==> src/rtl/relobi_pkg.sv <==
// ============================================================================
// relobi_pkg : shared types, voters and constants for the relOBI pipeline cut
// Rev 1.0
// ============================================================================
`default_nettype none

package relobi_pkg;

  localparam int unsigned RelobiCutDepth = 2;

  typedef struct packed {
    logic [1:0] count;
    logic       rptr;
  } tmr_occ_t;

  typedef tmr_occ_t [2:0] tmr_occ_arr_t;

  typedef struct packed {
    logic UseRReady;
  } relobi_cfg_t;

  localparam relobi_cfg_t RelobiDefaultCfg = '{UseRReady: 1'b0};

  typedef struct packed {
    logic [31:0] addr;
    logic        we;
    logic [3:0]  be;
    logic [31:0] wdata;
    logic [7:0]  other_ecc;
  } relobi_a_t;

  typedef struct packed {
    logic [31:0] rdata;
    logic        err;
    logic [7:0]  other_ecc;
  } relobi_r_t;

  typedef struct packed {
    logic [2:0] req;
    logic [2:0] rready;
    relobi_a_t  a;
  } relobi_req_default_t;

  typedef struct packed {
    logic [2:0] gnt;
    logic [2:0] rvalid;
    relobi_r_t  r;
  } relobi_rsp_default_t;

  function automatic logic maj3(input logic [2:0] v);
    return (v[0] & v[1]) | (v[1] & v[2]) | (v[0] & v[2]);
  endfunction

  function automatic logic lanes_differ(input logic [2:0] v);
    return (v != 3'b000) && (v != 3'b111);
  endfunction

  function automatic tmr_occ_t vote_occ(input tmr_occ_arr_t c);
    return tmr_occ_t'((c[0] & c[1]) | (c[1] & c[2]) | (c[0] & c[2]));
  endfunction

endpackage

`default_nettype wire

==> src/rtl/relobi_tmr_spill.sv <==
// ============================================================================
// relobi_tmr_spill : 2-entry spill buffer, occupancy stored in triplicate
// Rev 1.0
// ============================================================================
`default_nettype none

module relobi_tmr_spill
  import relobi_pkg::*;
#(
  parameter type data_t = logic
) (
  input  logic  clk_i,
  input  logic  rst_ni,
  input  logic  valid_i,
  output logic  ready_o,
  input  data_t data_i,
  output logic  valid_o,
  input  logic  ready_i,
  output data_t data_o,
  output logic  err_o
);

  tmr_occ_arr_t occ_q;
  tmr_occ_t     occ_v;
  tmr_occ_t     occ_d;
  data_t        data_q [RelobiCutDepth];
  logic         in_fire;
  logic         out_fire;
  logic         wptr;

  always_comb begin
    occ_v    = vote_occ(occ_q);
    ready_o  = occ_v.count < 2'(RelobiCutDepth);
    valid_o  = occ_v.count != 2'd0;
    in_fire  = valid_i & ready_o;
    out_fire = valid_o & ready_i;
    // Write slot sits behind the oldest entry; only reachable with count 0 or 1.
    wptr     = occ_v.rptr ^ occ_v.count[0];
    occ_d       = occ_v;
    occ_d.count = occ_v.count + {1'b0, in_fire} - {1'b0, out_fire};
    occ_d.rptr  = occ_v.rptr ^ out_fire;
    data_o   = data_q[occ_v.rptr];
    err_o    = (occ_q[0] != occ_q[1]) || (occ_q[1] != occ_q[2]);
  end

  always_ff @(posedge clk_i) begin
    if (!rst_ni) begin
      occ_q <= '0;
      for (int i = 0; i < RelobiCutDepth; i++) begin
        data_q[i] <= '0;
      end
    end else begin
      occ_q <= {3{occ_d}};
      if (in_fire) begin
        data_q[wptr] <= data_i;
      end
    end
  end

endmodule

`default_nettype wire

==> src/rtl/relobi_cut.sv <==
// ============================================================================
// relobi_cut : full-throughput register cut on relOBI A and R channels
// Optional error counter: RELOBI_CUT_ERR_COUNT_EN.  Rev 1.0
// ============================================================================
`default_nettype none

module relobi_cut
  import relobi_pkg::*;
#(
  parameter relobi_cfg_t Cfg          = RelobiDefaultCfg,
  parameter type         relobi_req_t = relobi_req_default_t,
  parameter type         relobi_rsp_t = relobi_rsp_default_t,
  parameter type         a_chan_t     = relobi_a_t,
  parameter type         r_chan_t     = relobi_r_t
) (
  input  logic        clk_i,
  input  logic        rst_ni,
  input  relobi_req_t sbr_req_i,
  output relobi_rsp_t sbr_rsp_o,
  output relobi_req_t mgr_req_o,
  input  relobi_rsp_t mgr_rsp_i,
  output logic        err_o,
  output logic [7:0]  err_cnt_o
);

  logic    req_v, gnt_v, rvalid_v;
  logic    a_ready, a_valid, a_err;
  a_chan_t a_data;
  logic    r_ready, r_valid, r_err, rready_mis;
  r_chan_t r_data;
  logic    mismatch;
  logic    err_q;

  assign req_v    = maj3(sbr_req_i.req);
  assign gnt_v    = maj3(mgr_rsp_i.gnt);
  assign rvalid_v = maj3(mgr_rsp_i.rvalid);

  relobi_tmr_spill #(
    .data_t (a_chan_t)
  ) u_a_spill (
    .clk_i   (clk_i),
    .rst_ni  (rst_ni),
    .valid_i (req_v),
    .ready_o (a_ready),
    .data_i  (sbr_req_i.a),
    .valid_o (a_valid),
    .ready_i (gnt_v),
    .data_o  (a_data),
    .err_o   (a_err)
  );

  generate
    if (Cfg.UseRReady) begin : g_rready
      logic rready_v;
      assign rready_v   = maj3(sbr_req_i.rready);
      assign rready_mis = lanes_differ(sbr_req_i.rready);

      relobi_tmr_spill #(
        .data_t (r_chan_t)
      ) u_r_spill (
        .clk_i   (clk_i),
        .rst_ni  (rst_ni),
        .valid_i (rvalid_v),
        .ready_o (r_ready),
        .data_i  (mgr_rsp_i.r),
        .valid_o (r_valid),
        .ready_i (rready_v),
        .data_o  (r_data),
        .err_o   (r_err)
      );
    end else begin : g_no_rready
      logic [2:0] rvld_q;
      r_chan_t    r_q;
      logic       unused_rready;

      assign unused_rready = ^sbr_req_i.rready;
      assign rready_mis    = 1'b0;
      assign r_ready       = 1'b1;
      assign r_valid       = maj3(rvld_q);
      assign r_data        = r_q;
      assign r_err         = lanes_differ(rvld_q);

      always_ff @(posedge clk_i) begin
        if (!rst_ni) begin
          rvld_q <= '0;
          r_q    <= '0;
        end else begin
          rvld_q <= {3{rvalid_v}};
          if (rvalid_v) begin
            r_q <= mgr_rsp_i.r;
          end
        end
      end
    end
  endgenerate

  // Handshake outputs are masked combinationally while reset is held.
  always_comb begin
    sbr_rsp_o        = '0;
    mgr_req_o        = '0;
    sbr_rsp_o.gnt    = {3{a_ready & rst_ni}};
    sbr_rsp_o.rvalid = {3{r_valid & rst_ni}};
    sbr_rsp_o.r      = r_data;
    mgr_req_o.req    = {3{a_valid & rst_ni}};
    mgr_req_o.rready = {3{r_ready & rst_ni}};
    mgr_req_o.a      = a_data;
  end

  assign mismatch = lanes_differ(sbr_req_i.req) | lanes_differ(mgr_rsp_i.gnt) |
                    lanes_differ(mgr_rsp_i.rvalid) | rready_mis | a_err | r_err;

  always_ff @(posedge clk_i) begin
    if (!rst_ni) begin
      err_q <= 1'b0;
    end else begin
      err_q <= mismatch;
    end
  end

  assign err_o = err_q;

`ifdef RELOBI_CUT_ERR_COUNT_EN
  logic [7:0] err_cnt_q;

  always_ff @(posedge clk_i) begin
    if (!rst_ni) begin
      err_cnt_q <= 8'd0;
    end else if (mismatch && (err_cnt_q != 8'hFF)) begin
      err_cnt_q <= err_cnt_q + 8'd1;
    end
  end

  assign err_cnt_o = err_cnt_q;
`else
  assign err_cnt_o = 8'd0;
`endif

endmodule

`default_nettype wire

==> config.mk <==
export PLATFORM = sky130hd
export DESIGN_NAME = relobi_cut
export DESIGN_NICKNAME = d
export VERILOG_FILES = /design/src/rtl/relobi_pkg.sv /design/src/rtl/relobi_tmr_spill.sv /design/src/rtl/relobi_cut.sv
export SDC_FILE = /design/constraint.sdc
export NUM_CORES = 1
export LEC_CHECK = 0
export CORE_MARGIN = 2
export CORE_UTILIZATION = 36
export CTS_CLUSTER_SIZE = 8
export DETAILED_ROUTE_END_ITERATION = 7
export GPL_TIMING_DRIVEN = 0
export PLACE_DENSITY = 0.66
export REMOVE_ABC_BUFFERS = 1
export SYNTH_ARGS = -nofsm -noshare
export SYNTH_HDL_FRONTEND = slang
export SYNTH_SLANG_ARGS = --single-unit
export TNS_END_PERCENT = 10
==> constraint.sdc <==
create_clock -name clk_i -period 6.8 [get_ports clk_i]
set_clock_uncertainty 0.1 [all_clocks]
set_input_delay 0.68 -clock clk_i [delete_from_list [all_inputs] [get_ports clk_i]]
set_output_delay 0.68 -clock clk_i [all_outputs]
set_load 0.005 [all_outputs]
==> impl_metrics.ini, run 1 <==
[place]
io_buffers = 259
pre_cts_ws_ps = 2830
dp_hpwl_um = 12500
placedCellCount = 1140
placed_cell_area_mm2 = 0.0115
gp_congestion = 0.710

[setup_path]
slowest_stage = and3_4
crit_start = rst_ni
r2r_start = u_a_spill.occ_q[0]
reg2reg_to = u_a_spill.data_q[0][1]
cp.depth = 5
crit_end = u_a_spill.data_q[0][1]
reg2regPathDepth = 4
max_stage_delay_ps = 740
required_ps = 6790
worstSetupPathType = primary input to flip-flop
crit_chain = buf_2 > and2b_1 > and3_4 > nand2b_4 > buf_16
reg2reg_setup_slack_ps = 3880
timing.critical_path.buf_inv = 2
path_max_fanout = 78
start_kind = primary input
worst-endpoint-arrival_ps = 3450
worst_setup_path_end_kind = flip-flop
path_delay_family = simple AND/OR/NAND/NOR gates

[detailed_routing]
drt_wl_total_um = 19500
ant_nets = 0
dr.pass1.iters = 6
drc = 0
routed-via-count = 5333
drtIter0Drc = 273
routedWlPerCell_um = 16.6
via_per_inst = 4.55

[floorplan]
die_area_mm2 = 0.0253
core_mm2 = 0.0235
rows = 56
die_h_um = 159
ios = 271
start_util_pct = 36.8
die_w_um = 159

[power_and_ir_drop]
power.density_mw_per_mm2 = 307
p_leak_uw = 0.00456
ir_worst_vdd_uv = 144

[yosys]
ys_seq_area_share_pct = 64.0
synth_top_flop_cell = edfxtp_1
synth_cells = 603
ys_warn_count = 0
ys_types = 28
synth_seq_cells = 200
syn_area_per_cell_um2 = 14.4
synthArstFlopShare_pct = 0
netlist_area_mm2 = 0.00867
synth_edf_count = 154

[timing]
min_period_over_period_pct = 50.8
layout_setup_ws_ps = 3340
fin_crit_ps = 3460
whs_ps = 422
hold_viol_final = 0
slew_violations = 0
setup_violations = 0
rsz0062_at_grt = no
timing.slew.headroom_pct = 41.3
tightest_slew_ps = 880
fmax_mhz = 289

[cts]
postCtsSetupBuffers = 0
cts.sinks = 200
cts-htree-levels = 4
clock_latency_ps = 430
numCtsBuffers = 17
cts_root_buffer = clkbuf_16
tritoncts = done
clock_path_buffers = 2
cts_hold_buf = 0
cts_resized = 0
clkSlewWorstSetupHoldPaths_ps = 80

[outcome]
outcome = finished clean

[job]
timing.max_cap.violations = 0

[global_routing]
grt_pass1_wl_um = 30200
grt_usage_pct = 15.3
grt_start_max_net_pins = 79
grt_pass1_vias = 5467
overflow = 0
antenna_found_initial = 0

[cells_and_area]
final_common_cell = clkdlybuf4s50_1
area_growth_pct = 39.3
layout_common_cells = clkdlybuf4s50_1, edfxtp_1, and2_1, mux2_2, dfxtp_1
final_util_pct = 51.3
fin_nets = 974
final_layout_size_suffix_gt1_share_pct = 16.4
finalNonFillerCells = 1172
stdcell_area_mm2 = 0.0121

[min_path]
hold_class = flip-flop to flip-flop
[Yosys cell counts, types with 4 or more instances]
master,n,share of area [%]
and2_1,138,10
buf_2,10,0.58
mux2_2,77,10
edfxtp_1,154,53
nor2b_1,43,3.1
and2_4,20,2.0
buf_4,21,1.8
mux2i_1,42,4.9
and3_1,4,0.29
clkbuf_1,17,0.74
dfxtp_1,46,11
buf_6,5,0.65
[area by class of cell]
type / count / area [um2]
Antenna cell: 1 / 2.50
Clock buffer: 18 / 429
Fill cell: 2053 / 11500
Tap cell: 319 / 399
Timing Repair Buffer: 264 / 2710
Multi-Input combinational cell: 355 / 2840
Inverter: 2 / 7.51
Sequential cell: 200 / 5550
Clock inverter: 13 / 134
[flip-flops by register name (all words and copies together) (netlist names)]
name	flops
u_a_spill.data_q	154
g_no_rready.rvld_q	1
err_o	1
sbr_rsp_o	41
u_a_spill.occ_q	3
[per-layer routing]
metal	vias up	wire length, um	GRT usage [%]
li1	2547	-	-
met1	2554	8840	20.2
met2	218	8910	24.2
met3	14	1500	4.92
met4	0	248	4.59
met5	-	0	0
[per-stage QoR]
step                      TNS (ps)  total power [uW]
after global placement     -446970              2790
final                            0              3710
after global routing             0              3890
after CTS                        0              3770
after floorplan                  0              2160
after detailed placement         0              2790
[worst min path at each step]
stage	startpoint	endpoint	slack, ps	cells past startpoint
4_1_cts	sbr_rsp_o[6]	sbr_rsp_o[6]	430	2
3_3_place_gp	sbr_rsp_o[13]	sbr_rsp_o[13]	390	2
5_1_grt	sbr_rsp_o[14]	sbr_rsp_o[14]	450	2
2_1_floorplan	sbr_rsp_o[0]	sbr_rsp_o[0]	410	2
6_report	sbr_rsp_o[6]	sbr_rsp_o[6]	420	2
3_5_place_dp	sbr_rsp_o[23]	sbr_rsp_o[23]	410	2
[cells by family (layout without fill, tap and decap cells)]
group / Yosys count / count (layout) / share of synthesized area (%)
compound gates: 4 / 4 / 0.274
simple gates: 217 / 217 / 16.1
xor+xnor: 3 / 3 / 0.303
mux: 119 / 119 / 14.9
other cells: 1 / 9 / 0.0433
buf+inv: 55 / 297 / 3.87
flops: 200 / 200 / 64.0
fa+ha+maj: 4 / 4 / 0.534
[power by group]
part / switching (uW) / internal, uW
clock: 482 / 487
combinational: 434 / 673
sequential: 69.9 / 1560
[worst reg2reg max path: cells and delay by family (launching register included)]
family / cells / cell delay [ps]
flops: 1 / 570
simple gates: 2 / 1320
buf+inv: 1 / 340
xor+xnor: 1 / 200
Power figures use the tool's default switching activity.
==> run 2, diff against run 1 <==
- PLACE_DENSITY: 0.66 -> 0.69
- clock period: 6.8 -> 3.1 ns (I/O delays scaled with it)
==> run 2 against run 1 <==
Count of clock-buffer cells in the layout decreased by 1. Sequential power increased by 120%. Sequential share of layout area decreased by 0.27 points. Global-route usage increased by 1.4 points. Register-to-register slack got worse by 3700 ps. Non-clock buffer count increased by 1. Critical path type is now flip-flop to flip-flop. Critical endpoint is now u_a_spill.data_q[0][2].
==> impl_metrics.ini, run 2 (same netlist as run 1, synthesis figures left out) <==
[power_and_ir_drop]
power.density_mw_per_mm2 = 683
ir_worst_vdd_uv = 303
p_leak_uw = 0.00460

[global_routing]
grt_pass1_vias = 5640
antenna_found_initial = 0
overflow = 0
grt_start_max_net_pins = 58
grt_pass1_wl_um = 32300
grt_usage_pct = 16.7

[timing]
rsz0062_at_grt = no
hold_viol_final = 0
min_period_over_period_pct = 93.4
setup_violations = 0
fin_crit_ps = 2890
whs_ps = 398
fmax_mhz = 345
layout_setup_ws_ps = 206
tightest_slew_ps = 828
slew_violations = 0
timing.slew.headroom_pct = 44.8
fin_tns_setup_ps = 0

[setup_path]
start_kind = flip-flop
path_max_fanout = 57
worst_setup_path_end_kind = flip-flop
required_ps = 3090
slowest_stage = and3_4
worst-endpoint-arrival_ps = 2880
worstSetupPathType = flip-flop to flip-flop
max_stage_delay_ps = 490
crit_top_cell = buf_16
crit_chain = buf_16 > xnor2_2 > and3_4 > nand2b_4 > buf_16

[place]
pre_cts_ws_ps = -501
io_buffers = 259
gp_congestion = 0.717
placedCellCount = 1140
dp_hpwl_um = 12400
placed_cell_area_mm2 = 0.0115

[cts]
cts_root_buffer = clkbuf_16
clock_path_buffers = 2
tritoncts = done
clkSlewWorstSetupHoldPaths_ps = 80
numCtsBuffers = 17
cts.sinks = 200
cts-htree-levels = 4
clock_latency_ps = 430

[cells_and_area]
largest_reg_flops = 154
final_common_cell = clkdlybuf4s50_1
nFillCells = 2093
final_layout_size_suffix_gt1_share_pct = 16.8
regMostFlops = u_a_spill.data_q
stdcell_area_mm2 = 0.0121
finalNonFillerCells = 1177
layout_common_cells = clkdlybuf4s50_1, edfxtp_1, and2_1, mux2_2, dfxtp_1
fin_nets = 978
area_growth_pct = 40.1

[floorplan]
rows = 56
die_area_mm2 = 0.0253
start_util_pct = 36.8
ios = 271
die_w_um = 159
core_mm2 = 0.0235
die_h_um = 159

[detailed_routing]
via_per_inst = 4.56
drc = 0
dr.pass1.iters = 6
ant_nets = 0
drtIter0Drc = 258
routed-via-count = 5364
drt_wl_total_um = 20800
routedWlPerCell_um = 17.7

[min_path]
hold_class = primary input to flip-flop

[job]
timing.max_cap.violations = 0

[outcome]
outcome = finished clean
==> run 2: cell count changes in the layout (fill, tap and decap cells not counted), sizes merged <==
cell	change
and3	+2
clkinv	+2
and3b	+1
buf	+1
clkbuf	-1
==> run 2: metal layers <==
metal	part of all wire (%)	GRT usage (%)	routed length, um
met1	44	21.6	9190
met2	47	27.4	9710
met3	8.2	4.90	1710
met4	0.90	4.92	187
met5	0	0	0
==> run 2: where the power goes <==
part / total [uW] / internal, uW / leakage [uW] / switching, uW
Clock: 2160 / 1070 / 0.000276 / 1090
Combinational: 2560 / 1510 / 0.00233 / 1040
Sequential: 3580 / 3430 / 0.00199 / 150
==> run 2: final cells by class <==
cell class	count	area [um2]	share of cell area [%]
timing repair buffer	265	2740	22.5
clock inverter	15	151	1.25
clock buffer	17	425	3.50
antenna	1	2.50	0.0206
multi-input combinational	358	2870	23.6
inverter	2	7.51	0.0618
sequential	200	5550	45.7
tap	319	399	3.29
==> run 2: path summary, 6_finish.rpt <==
kind	start	endpoint	slack, ps	cells after the start
max	u_a_spill.occ_q[0]	u_a_spill.data_q[0][2]	210	5
min	mgr_rsp_i[22]	sbr_rsp_o[22]	400	3
max reg2reg	u_a_spill.occ_q[0]	u_a_spill.data_q[0][2]	210	5
min reg2reg	sbr_rsp_o[30]	sbr_rsp_o[30]	420	2
==> run 2: repair_timing <==
| item | in CTS | in global routing |
|---|---|---|
| hold buffers | 0 | 0 |
| buffers inserted | 1 | 0 |
| endpoints found under the setup margin | 57 | 0 |
| gates resized for setup | 1 | 0 |
==> run 2: critical path, delay by kind of cell (launching register included) <==
family / cells / cell delay, ps
xor+xnor: 1 / 440
buf+inv: 2 / 560
flops: 1 / 450
simple gates: 2 / 940
==> run 2: stage by stage <==
step	total power, uW	util [%]
2_1_floorplan	4740	-
3_3_place_gp	6120	48.2
3_5_place_dp	6110	48.9
4_1_cts	8440	51.6
5_1_grt	8720	51.6
6_report	8300	51.6
==> run 3, diff against run 2 <==
- CAP_MARGIN: default -> 20
- CTS_CLUSTER_SIZE: 8 -> 20
==> run 3 against run 2 <==
Wire length increased by 0.66%. Critical path depth unchanged. Via count rose by 0.63%. Die area stayed put. Global-route usage about the same. Clock power barely moved. Critical endpoint unchanged.
==> impl_metrics.ini, run 3 (same netlist as run 1, synthesis figures left out) <==
[detailed_routing]
drtIter0Drc = 262
routed-wl-met3_um = 1620
drt_wl_total_um = 20900
drc = 0
via_per_inst = 4.59
routedWlPerCell_um = 17.8
ant_nets = 0
routed-via-count = 5398
highest_layer = met4
dr.pass1.iters = 4
wl_met1_um = 9320
wl_met2_um = 9810

[timing]
fin_crit_ps = 2860
tightest_slew_ps = 860
slew_violations = 0
layout_setup_ws_ps = 236
setup_violations = 0
fmax_mhz = 349
timing.slew.headroom_pct = 42.7
min_period_over_period_pct = 92.4
rsz0062_at_grt = no
hold_viol_final = 0

[cts]
tritoncts = done
clkSlewWorstSetupHoldPaths_ps = 80
clock_path_buffers = 2
clock_latency_ps = 430
numCtsBuffers = 17
cts.sinks = 200
cts-htree-levels = 4
cts_root_buffer = clkbuf_16
cts_hold_buf = 0

[global_routing]
overflow = 0
grt_pass1_vias = 5662
grt_pass1_wl_um = 32200
antenna_found_initial = 0
grt_usage_pct = 16.7
grt_start_max_net_pins = 58

[job]
timing.max_cap.violations = 0

[min_path]
hold_class = primary input to flip-flop
worstHoldEndpoint = sbr_rsp_o[2]
min_from = mgr_rsp_i[2]
hold_depth = 3

[place]
pre_cts_ws_ps = -526
io_buffers = 259
gp_congestion = 0.717
placedCellCount = 1140
dp_hpwl_um = 12500

[floorplan]
start_util_pct = 36.8
die_h_um = 159
die_w_um = 159
ios = 271
die_area_mm2 = 0.0253
core_mm2 = 0.0235
rows = 56

[power_and_ir_drop]
power.density_mw_per_mm2 = 684
p_leak_uw = 0.00460
ir_worst_vdd_uv = 325
finalPower_uw = 8300

[setup_path]
reg2reg_to = u_a_spill.data_q[0][2]
path_max_fanout = 57
required_ps = 3090
worstSetupPathType = primary input to flip-flop
reg2reg_setup_slack_ps = 260
start_kind = primary input
worst-endpoint-arrival_ps = 2860
reg2regPathDepth = 5
worst_setup_path_end_kind = flip-flop
r2r_start = u_a_spill.occ_q[0]

[cells_and_area]
area_growth_pct = 40.1
largest_reg_flops = 154
finalNonFillerCells = 1176
regMostFlops = u_a_spill.data_q
final_common_cell = clkdlybuf4s50_1
final_util_pct = 51.6
final_layout_size_suffix_gt1_share_pct = 16.8
layout_common_cells = clkdlybuf4s50_1, edfxtp_1, and2_1, mux2_2, dfxtp_1
fin_nets = 978
diodes = 0

[outcome]
outcome = finished clean
==> run 3: cell types whose count changed in the layout (fill, tap and decap cells not counted), sizes merged <==
cell	before	now
diode	1	0
==> run 3: worst max-delay path by stage <==
| stage | startpoint | depth (start not counted) | to |
|---|---|---|---|
| after floorplan | u_a_spill.occ_q[0] | 3 | u_a_spill.data_q[0][0] |
| after global placement | u_a_spill.occ_q[0] | 3 | u_a_spill.data_q[1][63] |
| after detailed placement | rst_ni | 5 | u_a_spill.data_q[0][63] |
| after CTS | u_a_spill.occ_q[0] | 5 | u_a_spill.data_q[0][13] |
| after global routing | rst_ni | 5 | u_a_spill.data_q[0][2] |
| final | rst_ni | 5 | u_a_spill.data_q[0][2] |
==> run 3: cell type report <==
class                      instances  area (um2)
inverter                           2        7.51
sequential                       200        5550
fill                            2071       11400
clock buffer                      17         425
timing repair buffer             265        2740
tap                              319         399
clock inverter                    15         151
multi-input combinational        358        2870
==> run 3: stage by stage <==
stage / hold WS, ps / instance area (um2) / TNS [ps]
floorplan: 328 / 8360 / -524430
global placement: 395 / 11400 / -1664530
detailed placement: 407 / 11500 / -41050
CTS: 372 / 12100 / 0
global route: 377 / 12100 / 0
finish: 390 / 12100 / 0
==> run 3: power by group <==
part / switching (uW) / internal [uW] / leakage [uW]
combinational: 1040 / 1510 / 0.00233
sequential: 153 / 3430 / 0.00199
clock: 1100 / 1070 / 0.000276
total: 2290 / 6010 / 0.00460
==> run 3: repair_timing <==
action	in CTS	in global routing
buffers inserted	1	0
gates resized for setup	1	0
setup endpoints to repair	57	0
==> run 3: per-layer routing <==
| layer | up-vias | track usage [%] |
|---|---|---|
| li1 | 2561 | - |
| met1 | 2608 | 21.8 |
| met2 | 222 | 27.1 |
| met3 | 7 | 5.34 |
| met4 | 0 | 4.34 |
| met5 | - | 0 |
==> run 3: critical path: stages <==
cell and delay [ps]:
buf_2 650, and2b_1 540, and3_4 510, nand2b_4 440, buf_16 320
